### src/rtl/univ_reg_pkg.sv
// Shared definitions for the universal shift register sequencer.
package univ_reg_pkg;

    // Command opcodes as presented on cmd_op.
    typedef enum logic [2:0] {
        OP_NOP   = 3'b000,
        OP_LOAD  = 3'b001,
        OP_CLEAR = 3'b010,
        OP_SHL   = 3'b011,
        OP_SHR   = 3'b100,
        OP_ROTL  = 3'b101,
        OP_ROTR  = 3'b110,
        OP_ASR   = 3'b111
    } op_e;

    // Register select encoding.
    localparam logic [1:0] SEL_HOLD  = 2'b00;
    localparam logic [1:0] SEL_RIGHT = 2'b01;
    localparam logic [1:0] SEL_LEFT  = 2'b10;
    localparam logic [1:0] SEL_LOAD  = 2'b11;

    // Sequencer states.
    typedef enum logic [1:0] {
        ST_INIT = 2'b00,
        ST_IDLE = 2'b01,
        ST_RUN  = 2'b10,
        ST_DONE = 2'b11
    } state_e;

    // Shift/rotate ops honour cmd_count; the others are single-shot.
    function automatic logic is_repeat(input op_e op);
        return (op == OP_SHL) || (op == OP_SHR) || (op == OP_ROTL) ||
               (op == OP_ROTR) || (op == OP_ASR);
    endfunction

endpackage

### src/rtl/univ_reg_ctrl.sv
// Command sequencer for the 4-bit universal shift register. Accepts one
// command at a time, steps the register for the required number of cycles
// and derives rotate / arithmetic-shift fill bits from the register output.
module univ_reg_ctrl
    import univ_reg_pkg::*;
#(
    parameter int CNT_W = 3
) (
    input  logic             clk,
    input  logic             rst,
    input  logic             cmd_valid,
    output logic             cmd_ready,
    input  logic [2:0]       cmd_op,
    input  logic [CNT_W-1:0] cmd_count,
    input  logic [3:0]       cmd_data,
    input  logic             cmd_fill,
    input  logic [3:0]       reg_q,
    output logic [1:0]       reg_sel,
    output logic             reg_ssl,
    output logic             reg_ssr,
    output logic [3:0]       reg_i,
    output logic             busy,
    output logic             done
);

    state_e           state;
    op_e              op_q;
    logic [CNT_W-1:0] cnt;
    logic [3:0]       data_q;
    logic             fill_q;
    op_e              op_in;

    assign op_in = op_e'(cmd_op);

    // State register, command latch and step down-counter.
    always_ff @(posedge clk or posedge rst) begin
        if (rst) begin
            state  <= ST_INIT;
            op_q   <= OP_NOP;
            cnt    <= '0;
            data_q <= '0;
            fill_q <= 1'b0;
        end else begin
            case (state)
                ST_INIT: state <= ST_IDLE;
                ST_IDLE: begin
                    if (cmd_valid) begin
                        op_q   <= op_in;
                        cnt    <= cmd_count;
                        data_q <= cmd_data;
                        fill_q <= cmd_fill;
                        // Nothing to step: report completion right away.
                        if (op_in == OP_NOP || (is_repeat(op_in) && cmd_count == '0))
                            state <= ST_DONE;
                        else
                            state <= ST_RUN;
                    end
                end
                ST_RUN: begin
                    cnt <= cnt - CNT_W'(1);
                    if (!is_repeat(op_q) || cnt == CNT_W'(1))
                        state <= ST_DONE;
                end
                default: state <= ST_IDLE;
            endcase
        end
    end

    // Output decode; fill bits track the live register value each step.
    always_comb begin
        reg_sel = SEL_HOLD;
        reg_ssl = 1'b0;
        reg_ssr = 1'b0;
        reg_i   = 4'b0000;
        case (state)
            ST_INIT: reg_sel = SEL_LOAD;
            ST_RUN: begin
                case (op_q)
                    OP_LOAD: begin
                        reg_sel = SEL_LOAD;
                        reg_i   = data_q;
                    end
                    OP_CLEAR: reg_sel = SEL_LOAD;
                    OP_SHL: begin
                        reg_sel = SEL_LEFT;
                        reg_ssl = fill_q;
                    end
                    OP_SHR: begin
                        reg_sel = SEL_RIGHT;
                        reg_ssr = fill_q;
                    end
                    OP_ROTL: begin
                        reg_sel = SEL_LEFT;
                        reg_ssl = reg_q[3];
                    end
                    OP_ROTR: begin
                        reg_sel = SEL_RIGHT;
                        reg_ssr = reg_q[0];
                    end
                    OP_ASR: begin
                        reg_sel = SEL_RIGHT;
                        reg_ssr = reg_q[3];
                    end
                    default: reg_sel = SEL_HOLD;
                endcase
            end
            default: reg_sel = SEL_HOLD;
        endcase
    end

    assign cmd_ready = (state == ST_IDLE);
    assign busy      = (state != ST_IDLE);
    assign done      = (state == ST_DONE);

endmodule
### config.mk
export PLATFORM = sky130hd
export DESIGN_NAME = univ_reg_ctrl
export DESIGN_NICKNAME = d
export VERILOG_FILES = /design/src/rtl/univ_reg_pkg.sv /design/src/rtl/univ_reg_ctrl.sv
export SDC_FILE = /design/constraint.sdc
export NUM_CORES = 1
export LEC_CHECK = 0
export CAP_MARGIN = 25
export CORE_MARGIN = 3
export CORE_UTILIZATION = 30
export CTS_BUF_LIST = sky130_fd_sc_hd__clkbuf_2
export DETAILED_ROUTE_END_ITERATION = 16
export GPL_TIMING_DRIVEN = 0
export SYNTH_ARGS = -nofsm -noshare
export SYNTH_HDL_FRONTEND = slang
export SYNTH_SLANG_ARGS = --single-unit
### constraint.sdc
create_clock -name clk -period 4.4 [get_ports clk]
set_input_delay 0.88 -clock clk [delete_from_list [all_inputs] [get_ports clk]]
set_output_delay 0.88 -clock clk [all_outputs]
set_load 0.005 [all_outputs]
==> tab_implementation.tex <==
\begin{tabular}{lr}
\hline
Metric & Value \\
\hline
\multicolumn{2}{l}{\textbf{CTS}} \\
\quad Number of gates given a new drive strength after cts & 0 \\
\quad Sinks on Clock Net & 13 \\
\quad Cell at the root of the clock tree & clkbuf\_2 \\
\quad Post-CTS Hold Buffers & 0 \\
\quad Max clock buf depth & 2 \\
\quad Clock network latency to the later pin of the worst-skew pair & 270 ps \\
\quad Postcts setup bufs & 0 \\
\quad TritonCTS clock tree & built \\
\quad Number of buffers added by the clock tree synthesis step & 3 \\
\quad H-tree levels & 1 \\
\quad CTS clk-pin slew, worst paths & 140 ps \\
\multicolumn{2}{l}{\textbf{Yosys}} \\
\quad Number of enable-type register cells in the synthesized netlist & 0 \\
\quad Syn avg cell area & 10.1 um2 \\
\quad Net count after synthesis & 107 \\
\quad Number of synthesized register bits & 13 \\
\quad Sequential cell area fraction in the yosys report & 38.7\% \\
\quad Count of warnings emitted by yosys & 0 \\
\quad Instance count of the mapped netlist & 83 \\
\quad FFs w/ async S/R, synth & 100\% \\
\quad Count of different cell masters after synthesis & 32 \\
\quad Dominant register cell in the synthesized netlist & dfrtp\_1 \\
\quad Cell area after synthesis & $\sim$840 um2 \\
\multicolumn{2}{l}{\textbf{Drt}} \\
\quad DRC violation total after the first TritonRoute iteration & 16 \\
\quad Final Routed Wirelength & 1790 um \\
\quad Vias per cell & between 4 and 5 \\
\quad Vias after detailed routing & between 700 and 800 \\
\quad Average detailed-routed wire length per instance & around 13 um \\
\quad Number of optimization iterations in the first detailed-route pass & 4 \\
\quad Final routed DRC violation total & 0 \\
\quad DRT antenna net count & 0 \\
\multicolumn{2}{l}{\textbf{Pwr}} \\
\quad Peak supply drop & 0.279 mV \\
\quad Leakage power figure & 0.505 nW \\
\quad Power density cells & between 600 and 700 nW/um2 \\
\multicolumn{2}{l}{\textbf{STA}} \\
\quad Number of failing hold endpoints at the final stage & 0 \\
\quad Tcrit/Tclk final & approximately three quarters \\
\quad Max-slew headroom at the worst pin & 66.1\% \\
\quad Total negative slack for setup checks & 0 ps \\
\quad Minimum setup slack in the final design & between 1000 and 1500 ps \\
\quad Shortest clock period the worst path allows after layout & 3250 ps \\
\quad RSZ-0062 raised after global routing & no \\
\quad Maximum clock frequency & 308 MHz \\
\quad Slew at the pin with the worst max-slew slack & 508 ps \\
\quad Final max-slew violation count & 0 \\
\quad Number of setup violations in the final report & 0 \\
\quad Layout Skew & 6.03 ps \\
\multicolumn{2}{l}{\textbf{Die}} \\
\quad Die outline width & roughly 59 um \\
\quad Total I/O pin count & 29 \\
\quad Die Height & 58.9 um \\
\quad Core Footprint & 2570 um2 \\
\quad Initial cell density of the core & between 30\% and 40\% \\
\quad Die ar. & 3470 um2 \\
\quad Cell Rows & 18 \\
\multicolumn{2}{l}{\textbf{Global routing}} \\
\quad Largest net degree at the start of global routing & 14 \\
\quad Met3 track demand over resource in global routing & under 10\% \\
\quad Wire length of the first global-routing pass & 2990 um \\
\quad Gr busiest metal & met2 \\
\quad Global routing met2 resource utilization & 18.5\% \\
\quad Initial antenna violation count & 0 \\
\quad All-Layer GR Usage & 11.2\% \\
\quad Via count of the first global-routing pass & 681 \\
\quad Total congestion overflow after global routing & 0 \\
\quad GRT met1 Usage & 14.0\% \\
\multicolumn{2}{l}{\textbf{Worst setup path}} \\
\quad Cell with the biggest individual delay on the critical path & clkdlybuf4s50\_1 \\
\quad Worst-case reg-to-reg path depth & 6 \\
\quad Type of the worst setup path & flop to output port \\
\quad Kind of launch point of the worst setup path & flop \\
\quad R2r endpoint & state[1] \\
\quad Crit path capture type & output port \\
\quad Largest fanout on the critical path & 10 \\
\quad Crit path buffers/inverters & 3 \\
\quad Worst R2R Setup Slack & 2620 ps \\
\quad Data arrival at the endpoint of the critical path & 2370 ps \\
\quad Biggest cell delay along the critical path & 490 ps \\
\quad Beginning of the worst register-to-register path & state[1] \\
\quad Kind of cell adding the most delay to the critical path & buffers and inverters \\
\quad Cells traversed along the worst timing path & inv\_1 > ha\_1 > buf\_2 > nand2\_1 > nor3\_1 > and2\_1 > clkdlybuf4s50\_1 \\
\quad Required @ worst endpoint & 3520 ps \\
\multicolumn{2}{l}{\textbf{Worst hold path}} \\
\quad Class of the tightest hold or removal check & flop to flop \\
\quad Hold path startpoint & data\_q[0] \\
\quad Instance count along the most critical hold path & 1 \\
\quad Worst min-delay path endpoint & data\_q[0] \\
\multicolumn{2}{l}{\textbf{Place}} \\
\quad HPWL reported at the end of detailed placement & 1380 um \\
\quad Final RePlAce weighted congestion & 0.772 \\
\quad Dpl ws & about 1300 ps \\
\quad Port buffer count & 26 \\
\multicolumn{2}{l}{\textbf{Outcome}} \\
\quad Result of the run & finished, final reports clean \\
\multicolumn{2}{l}{\textbf{Final layout}} \\
\quad Number of fill cells in the layout & $\sim$260 \\
\quad Fraction of layout instances using a drive strength above 1 & 17.7\% \\
\quad Area Overhead vs Synth & 37.9\% \\
\quad Antenna cell count & 0 \\
\quad Net count of the finished layout & approximately 140 \\
\multicolumn{2}{l}{\textbf{Flow run}} \\
\quad Number of max-cap violations & 0 \\
\hline
\end{tabular}
layer usage:
layer,vias up,part of all wire [%]
met5,-,0
met4,0,1.7
met3,4,5.9
met2,24,47
met1,327,45
li1,356,-
through the flow:
step                util (%)  instances  instance area, um2  hold slack (ps)  total power, mW
finish                  45.1        143                1160              513            0.696
global route            45.1        143                1160              522            0.760
CTS                     45.1        143                1160              518            0.704
detailed placement      44.3        139                1140              489            0.642
global placement        44.3        139                1140              481            0.631
floorplan                  -         83                 840              471            0.502
how the worst max path moves through the flow:
stage / cells after the start / from / slack, ps / end
2_1_floorplan: 6 / state[0] / 2240 / reg_i[0]
3_3_place_gp: 5 / reg_q[0] / 1360 / reg_ssr
3_5_place_dp: 5 / reg_q[0] / 1320 / reg_ssr
4_1_cts: 7 / state[0] / 1110 / reg_i[0]
5_1_grt: 7 / state[0] / 920 / reg_i[0]
6_report: 7 / state[0] / 1150 / reg_i[0]
placed cells by master (no fill, tap or decap), types with 3 or more instances in the layout:
master / Yosys / routed
nor2_1: 3 / 3
mux2_2: 10 / 10
clkbuf_2: 0 / 3
and2_1: 4 / 4
ha_1: 6 / 6
clkdlybuf4s50_1: 0 / 26
o21ai_0: 3 / 3
a21oi_1: 5 / 5
nand2_1: 3 / 3
inv_1: 6 / 6
dfrtp_1: 13 / 13
cell families (layout without fill, tap and decap cells):
family,after synthesis,after routing,synth area share (%)
compound gates,18,18,15.1
mux,11,11,14.6
flops,13,13,38.7
simple gates,25,25,17.4
fa+ha+maj,6,6,8.94
buf+inv,10,40,5.22
Yosys cell counts, types with 2 or more instances:
cell / number / area share, %
nor3_1: 2 / 1.2
inv_1: 6 / 2.7
and2_1: 4 / 3.0
nor2_1: 3 / 1.3
nand2_1: 3 / 1.3
buf_2: 2 / 1.2
dfrtp_1: 13 / 39
nor2b_1: 2 / 1.5
nor4b_1: 2 / 2.1
nand3_1: 2 / 1.2
a21o_1: 2 / 1.8
mux2_2: 10 / 13
o21ai_0: 3 / 1.8
a21oi_1: 5 / 3.0
ha_1: 6 / 8.9
nand2b_1: 2 / 1.5
sequential cells by signal, indices dropped and copies added, names as in the netlist:
name / flops
fill_q: 1
state: 2
op_q: 3
cnt: 3
data_q: 4
final cells by class:
cell class | count | area [um2] | share of cell area, %
Buffer | 3 | 17.5 | 1.51
Clock buffer | 3 | 15.0 | 1.30
Timing Repair Buffer | 26 | 260 | 22.5
Inverter | 7 | 26.3 | 2.27
Tap cell | 30 | 37.5 | 3.24
Multi-Input combinational cell | 60 | 470 | 40.6
Clock inverter | 1 | 5.00 | 0.432
Sequential cell | 13 | 325 | 28.1
where the power goes:
group          switching, mW  internal, mW  total, mW
combinational          0.169         0.234      0.403
clock                 0.0412        0.0206     0.0618
sequential            0.0499         0.182      0.232
No activity file was read; power rests on OpenSTA's default activity.
